<file path="src/rtl/exp4_receptor_medida_pkg.sv">
// Shared definitions for the distance-frame receiver: state codes and the
// ASCII values that make up a frame ("ddd#").
package exp4_receptor_medida_pkg;

    typedef enum logic [3:0] {
        ESTADO_OCIOSO            = 4'd0,
        ESTADO_RECEBE_DEZENA     = 4'd1,
        ESTADO_RECEBE_UNIDADE    = 4'd2,
        ESTADO_ESPERA_TERMINADOR = 4'd3,
        ESTADO_VALIDA            = 4'd4,
        ESTADO_ERRO              = 4'd5
    } estado_t;

    localparam logic [7:0] ASCII_ZERO = 8'h30;
    localparam logic [7:0] ASCII_NOVE = 8'h39;
    localparam logic [7:0] ASCII_TERM = 8'h23;

    // Debug code reported when the state register holds an unused encoding.
    localparam logic [3:0] DB_INVALIDO = 4'b1111;

    // True for the ASCII digits '0'..'9'.
    function automatic logic eh_digito(input logic [7:0] b);
        return (b >= ASCII_ZERO) && (b <= ASCII_NOVE);
    endfunction

endpackage

</file>
<file path="src/rtl/exp4_receptor_medida_contador_timeout.sv">
// Inter-byte idle counter. fim is high while the count sits at
// TIMEOUT_CICLOS-1; the owner decides whether that cycle is a timeout.
module contador_timeout #(
    parameter int TIMEOUT_CICLOS = 500000,
    parameter int CNT_W          = 19
) (
    input  logic clock,
    input  logic reset,
    input  logic zera,
    input  logic conta,
    output logic fim
);

    localparam logic [CNT_W-1:0] LIMITE = CNT_W'(TIMEOUT_CICLOS - 1);

    logic [CNT_W-1:0] contagem;

    // Clear has priority over counting so a byte strobe restarts the window.
    always_ff @(posedge clock or posedge reset) begin
        if (reset) begin
            contagem <= '0;
        end else if (zera) begin
            contagem <= '0;
        end else if (conta) begin
            contagem <= contagem + CNT_W'(1);
        end
    end

    assign fim = (contagem == LIMITE);

endmodule

</file>
<file path="src/rtl/exp4_receptor_medida.sv">
// Receive-side frame assembler: turns UART bytes "ddd#" into a validated
// 3-digit BCD distance, flags bad or stalled frames and resynchronises.
// Byte input handshake: dado_recebido is meaningful only in the cycle where
// pronto_rx is high; there is no back-pressure, so every strobe is consumed
// (bytes arriving in valida/erro are dropped). medida_valida is a one-cycle
// strobe with medida stable and valid in that same cycle.
module exp4_receptor_medida
    import exp4_receptor_medida_pkg::*;
#(
    parameter int TIMEOUT_CICLOS = 500000,
    parameter int CNT_W          = 19
) (
    input  logic        clock,
    input  logic        reset,
    input  logic [7:0]  dado_recebido,
    input  logic        pronto_rx,
    output logic [11:0] medida,
    output logic        medida_valida,
    output logic        erro_quadro,
    output logic [3:0]  num_erros,
    output logic [3:0]  db_estado
);

    estado_t    estado;
    estado_t    estado_prox;
    logic       digito;
    logic       terminador;
    logic       em_quadro;
    logic       zera_cnt;
    logic       fim_cnt;
    logic       timeout;
    logic [3:0] buf_centena;
    logic [3:0] buf_dezena;
    logic [3:0] buf_unidade;

    assign digito     = eh_digito(dado_recebido);
    assign terminador = (dado_recebido == ASCII_TERM);

    contador_timeout #(
        .TIMEOUT_CICLOS(TIMEOUT_CICLOS),
        .CNT_W         (CNT_W)
    ) u_timeout (
        .clock(clock),
        .reset(reset),
        .zera (zera_cnt),
        .conta(em_quadro),
        .fim  (fim_cnt)
    );

    // A byte arriving on the last idle cycle wins over the timeout.
    assign timeout = fim_cnt && !pronto_rx;

    // State register.
    always_ff @(posedge clock or posedge reset) begin
        if (reset) begin
            estado <= ESTADO_OCIOSO;
        end else begin
            estado <= estado_prox;
        end
    end

    // Next-state logic plus the Moore outputs and timer controls.
    always_comb begin
        estado_prox   = ESTADO_OCIOSO;
        medida_valida = 1'b0;
        em_quadro     = 1'b0;
        db_estado     = DB_INVALIDO;
        case (estado)
            ESTADO_OCIOSO: begin
                db_estado   = 4'd0;
                estado_prox = (pronto_rx && digito) ? ESTADO_RECEBE_DEZENA : ESTADO_OCIOSO;
            end
            ESTADO_RECEBE_DEZENA: begin
                db_estado   = 4'd1;
                em_quadro   = 1'b1;
                estado_prox = ESTADO_RECEBE_DEZENA;
                if (pronto_rx) begin
                    estado_prox = digito ? ESTADO_RECEBE_UNIDADE : ESTADO_ERRO;
                end else if (timeout) begin
                    estado_prox = ESTADO_ERRO;
                end
            end
            ESTADO_RECEBE_UNIDADE: begin
                db_estado   = 4'd2;
                em_quadro   = 1'b1;
                estado_prox = ESTADO_RECEBE_UNIDADE;
                if (pronto_rx) begin
                    estado_prox = digito ? ESTADO_ESPERA_TERMINADOR : ESTADO_ERRO;
                end else if (timeout) begin
                    estado_prox = ESTADO_ERRO;
                end
            end
            ESTADO_ESPERA_TERMINADOR: begin
                db_estado   = 4'd3;
                em_quadro   = 1'b1;
                estado_prox = ESTADO_ESPERA_TERMINADOR;
                if (pronto_rx) begin
                    // A fourth digit is a framing error, not a new frame.
                    estado_prox = terminador ? ESTADO_VALIDA : ESTADO_ERRO;
                end else if (timeout) begin
                    estado_prox = ESTADO_ERRO;
                end
            end
            ESTADO_VALIDA: begin
                db_estado     = 4'd4;
                medida_valida = 1'b1;
                estado_prox   = ESTADO_OCIOSO;
            end
            ESTADO_ERRO: begin
                db_estado   = 4'd5;
                estado_prox = ESTADO_OCIOSO;
            end
            default: begin
                db_estado   = DB_INVALIDO;
                estado_prox = ESTADO_OCIOSO;
            end
        endcase
    end

    // Timer runs only inside a frame and restarts on every received byte.
    assign zera_cnt = pronto_rx || !em_quadro;

    // Digit buffer: kept apart from medida so a broken frame never leaks out.
    always_ff @(posedge clock or posedge reset) begin
        if (reset) begin
            buf_centena <= 4'd0;
            buf_dezena  <= 4'd0;
            buf_unidade <= 4'd0;
        end else if (pronto_rx && digito) begin
            case (estado)
                ESTADO_OCIOSO:         buf_centena <= dado_recebido[3:0];
                ESTADO_RECEBE_DEZENA:  buf_dezena  <= dado_recebido[3:0];
                ESTADO_RECEBE_UNIDADE: buf_unidade <= dado_recebido[3:0];
                default: ;
            endcase
        end
    end

    // Result and error bookkeeping, updated on entry into valida/erro so the
    // new values are visible during those one-cycle states.
    always_ff @(posedge clock or posedge reset) begin
        if (reset) begin
            medida      <= 12'd0;
            erro_quadro <= 1'b0;
            num_erros   <= 4'd0;
        end else if (estado_prox == ESTADO_VALIDA) begin
            medida      <= {buf_centena, buf_dezena, buf_unidade};
            erro_quadro <= 1'b0;
        end else if (estado_prox == ESTADO_ERRO) begin
            erro_quadro <= 1'b1;
            if (num_erros != 4'hF) begin
                num_erros <= num_erros + 4'd1;
            end
        end
    end

endmodule

</file>
<file path="config.mk">
export PLATFORM = sky130hd
export DESIGN_NAME = exp4_receptor_medida
export DESIGN_NICKNAME = d
export VERILOG_FILES = /design/src/rtl/exp4_receptor_medida_pkg.sv /design/src/rtl/exp4_receptor_medida_contador_timeout.sv /design/src/rtl/exp4_receptor_medida.sv
export SDC_FILE = /design/constraint.sdc
export NUM_CORES = 1
export LEC_CHECK = 0
export ABC_CLOCK_PERIOD_IN_PS = 2200
export BUFFER_PORTS_ARGS = -buffer_cell sky130_fd_sc_hd__buf_2
export CAP_MARGIN = 20
export CORE_ASPECT_RATIO = 1.5
export CORE_MARGIN = 8
export CORE_UTILIZATION = 49
export DETAILED_ROUTE_END_ITERATION = 10
export PLACE_DENSITY_LB_ADDON = 0.3
export SYNTH_ARGS = -nofsm -noshare
export SYNTH_HDL_FRONTEND = slang
export SYNTH_SLANG_ARGS = --single-unit
</file>
<file path="constraint.sdc">
create_clock -name clock -period 2.2 [get_ports clock]
set_input_delay 0.11 -clock clock [delete_from_list [all_inputs] [get_ports clock]]
set_output_delay 0.11 -clock clock [all_outputs]
set_load 0.05 [all_outputs]
</file>
==> qor.yml <==
logic_synthesis:
  synth-xor-area-share: 0.05472
  syn-num-nets: 218
  synth-seq-cells: 51
  synthAdderAreaFrac: 0.01042
  synthCells: 205
  synth.area.mux_share: 0.1449
  synth_compound_area_frac: 0.04377
  synth_area_mm2: 0.002401
  synth.avg_cell_area_um2: 11.71
  synth_flop_cell: "dfrtp_1"
  async_reset_ff_frac: 1.000
  ys_seq_area_frac: 0.5315
  yosysWarnings: 0
  synth_enable_flop_cells: 0
  yosysUniqueCellTypes: 39
  synth_top_family_by_area: "simple AND/OR/NAND/NOR gates"
  synthSimpleGateAreaFrac: 0.1881
critical_path:
  cp.required_ps: 2400
  max_stage_delay_ps: 550
  critPathArrivalTime_ps: 2320
  reg2reg_from: "u_timeout.contagem[5]"
  crit_chain: "or4b_4, nor4_4, a22oi_2, nor4_1, mux2_2"
  crit_family: "simple AND/OR/NAND/NOR gates"
  critPathMaxFanout: 5
  critPathSlowestCell: "or4b_4"
  crit_path_end_kind: "register"
  crit_path_start: "u_timeout.contagem[5]"
  path_class: "reg -> reg"
  cp.buffers_inverters: 0
  cp-start-kind: "register"
hold_path:
  holdCritPathClass: "in -> reg"
  worstHoldStart: "dado_recebido[0]"
drt:
  drtPass1Iterations: 4
  vias_per_cell: 5.212
  drtAntennaViolNets: 0
  dr_total_vias: 1647
  avgRoutedWirePerCell_um: 14.86
  drc: 0
  totalWireLength_mm: 4.697
  drt_iter0_markers: 90
grt:
  grt_first_pass_wirelength_mm: 7.921
  gr-total-overflow: 0
  grt_pass1_vias: 1669
  grt_max_degree: 26
  track_usage: 0.1379
  antenna_found_initial: 0
timing:
  setup_tns_ps: 0
  fmax_mhz: 471.4
  rsz0062_at_grt: "false"
  drv_slew: 0
  fin_ws_ps: 78.82
  max-slew-margin-rel: 0.5611
  hold_violations: 0
  finalClockSkew_ps: 5.807
  finalSetupViolations: 0
  min_period_over_period: 0.9642
  holdWs_ps: 94.27
  tightest_slew_ps: 658.4
  layout_min_cycle_time_ps: 2121
floorplanning:
  die_h_um: 101.7
  dieArea_mm2: 0.007442
  initial_core_util: 0.5033
  io_pins: 33
  row_count: 31
  fp.dieW_um: 73.16
  coreArea_mm2: 0.004771
clocking:
  cts.sinks: 51
  cts_buffers: 5
  cts_buffer_depth: 2
  cts_setup_buffers: 0
  worstSkewPairLatency_ps: 310
  htreeDepth: 2
  clockRootBuffer: "clkbuf_8"
  clk_pin_slew_ps: 90
  cts_tree: "done"
place:
  dp_cells: 307
  numPortBuffers: 32
  place_congestion: 0.8384
  dpl_cell_area_mm2: 0.002705
  dp_hpwl_mm: 3.524
  dp_slack_ps: -7.558
power:
  p_per_area_mw_per_mm2: 760.3
  leakagePower_nw: 1.317
  power.total_mw: 2.145
  irDropWorstVdd_mv: 0.3089
flow_run:
  cap_violations: 0
final_layout:
  fin_cells: 316
  final_core_util: 0.5914
  design_area_mm2: 0.002821
  drive_gt1_frac: 0.3560
  fill_cells: 418
  antennaDiodeCount: 0
  nets: 262
  syn_to_final_growth_pct: 17.51
status:
  outcome: "complete, no violations"
==> cell usage in the layout (no fill, tap or decap), types with 5 or more instances in the layout <==
cell and instances:
buf_2 32, clkbuf_8 5, mux2_4 9, or3_1 6
nand3_1 12, a21oi_1 5, dfrtp_1 51, nor2_1 22
o21ai_0 5, buf_4 11, xnor2_1 7, mux2_2 17
xor2_1 8, nand2_1 9, inv_1 5
==> report_power, final <==
part	total (mW)	internal (mW)	switching [mW]
Combinational	0.475	0.156	0.319
Clock	0.546	0.228	0.319
Sequential	1.12	1.03	0.0959
Total	2.15	1.41	0.734
==> sequential cells by signal, summed over array words and instances (netlist names) <==
register and flops:
buf_centena 4, buf_dezena 4, buf_unidade 4, erro_quadro 1, estado 3, medida 12
num_erros 4, u_timeout.contagem 19
==> per-layer routing <==
layer | part of all wire | GRT usage
met1 | 0.41 | 0.1542
met2 | 0.51 | 0.2398
met3 | 0.054 | 0.02874
met4 | 0.024 | 0.06811
met5 | 0 | 0
==> synthesized netlist by cell type (3+ instances only) <==
library cell,count,area (µm²)
nor2_1,22,82.58
nand2_1,9,33.78
mux2_4,9,135.1
dfrtp_1,51,1276
nand4_1,4,25.02
xor2_1,8,70.07
inv_1,6,22.52
xnor2_1,7,61.31
mux2_2,17,191.4
a21oi_1,5,25.02
nand3_1,12,60.06
and3_1,4,25.02
or3_1,6,37.54
clkbuf_1,7,26.28
nor3_1,5,25.02
nor4_1,3,18.77
o21ai_0,5,25.02
==> worst paths after layout <==
kind / endpoint / slack (ps) / cells after the start
worst min register to register: u_timeout.contagem[0] / 510 / 1
max in group asynchronous: buf_unidade[2] / 1200 / 4
worst max register to register: num_erros[3] / 80 / 5
worst max-delay path: num_erros[3] / 80 / 5
min in group asynchronous: medida[9] / 370 / 3
worst min-delay path: buf_unidade[0] / 90 / 2
==> logic make-up (layout without fill, tap and decap cells) <==
| kind of cell | Yosys count | in the layout |
|---|---|---|
| simple gates | 79 | 79 |
| flops | 51 | 51 |
| mux | 28 | 28 |
| compound gates | 16 | 16 |
| xor+xnor | 15 | 15 |
| buf+inv | 14 | 59 |
| fa+ha+maj | 2 | 2 |
==> layout make-up <==
class,instances,area [µm²],area share
repair buffers,45,272.8,0.09667
flip-flops and latches,51,1276,0.4523
inverters,6,22.52,0.007982
multi-input cells,140,1075,0.3809
clock buffers,5,68.82,0.02439
well taps,66,82.58,0.02927
clock inverters,3,23.77,0.008426
==> worst register-to-register path: stages (launching register included) <==
cell	delay, ps
dfrtp_1	390
or4b_4	550
nor4_4	180
a22oi_2	170
nor4_1	350
mux2_2	370
==> repair_timing <==
action / in CTS / in global routing
hold buffers: 1 / 0
setup endpoints to repair: 1 / 15
pin swaps: 1 / 2
resized for setup: 0 / 2
endpoints found under the hold margin: 23 / 0
Note: power is estimated with default switching activity, not from simulation.
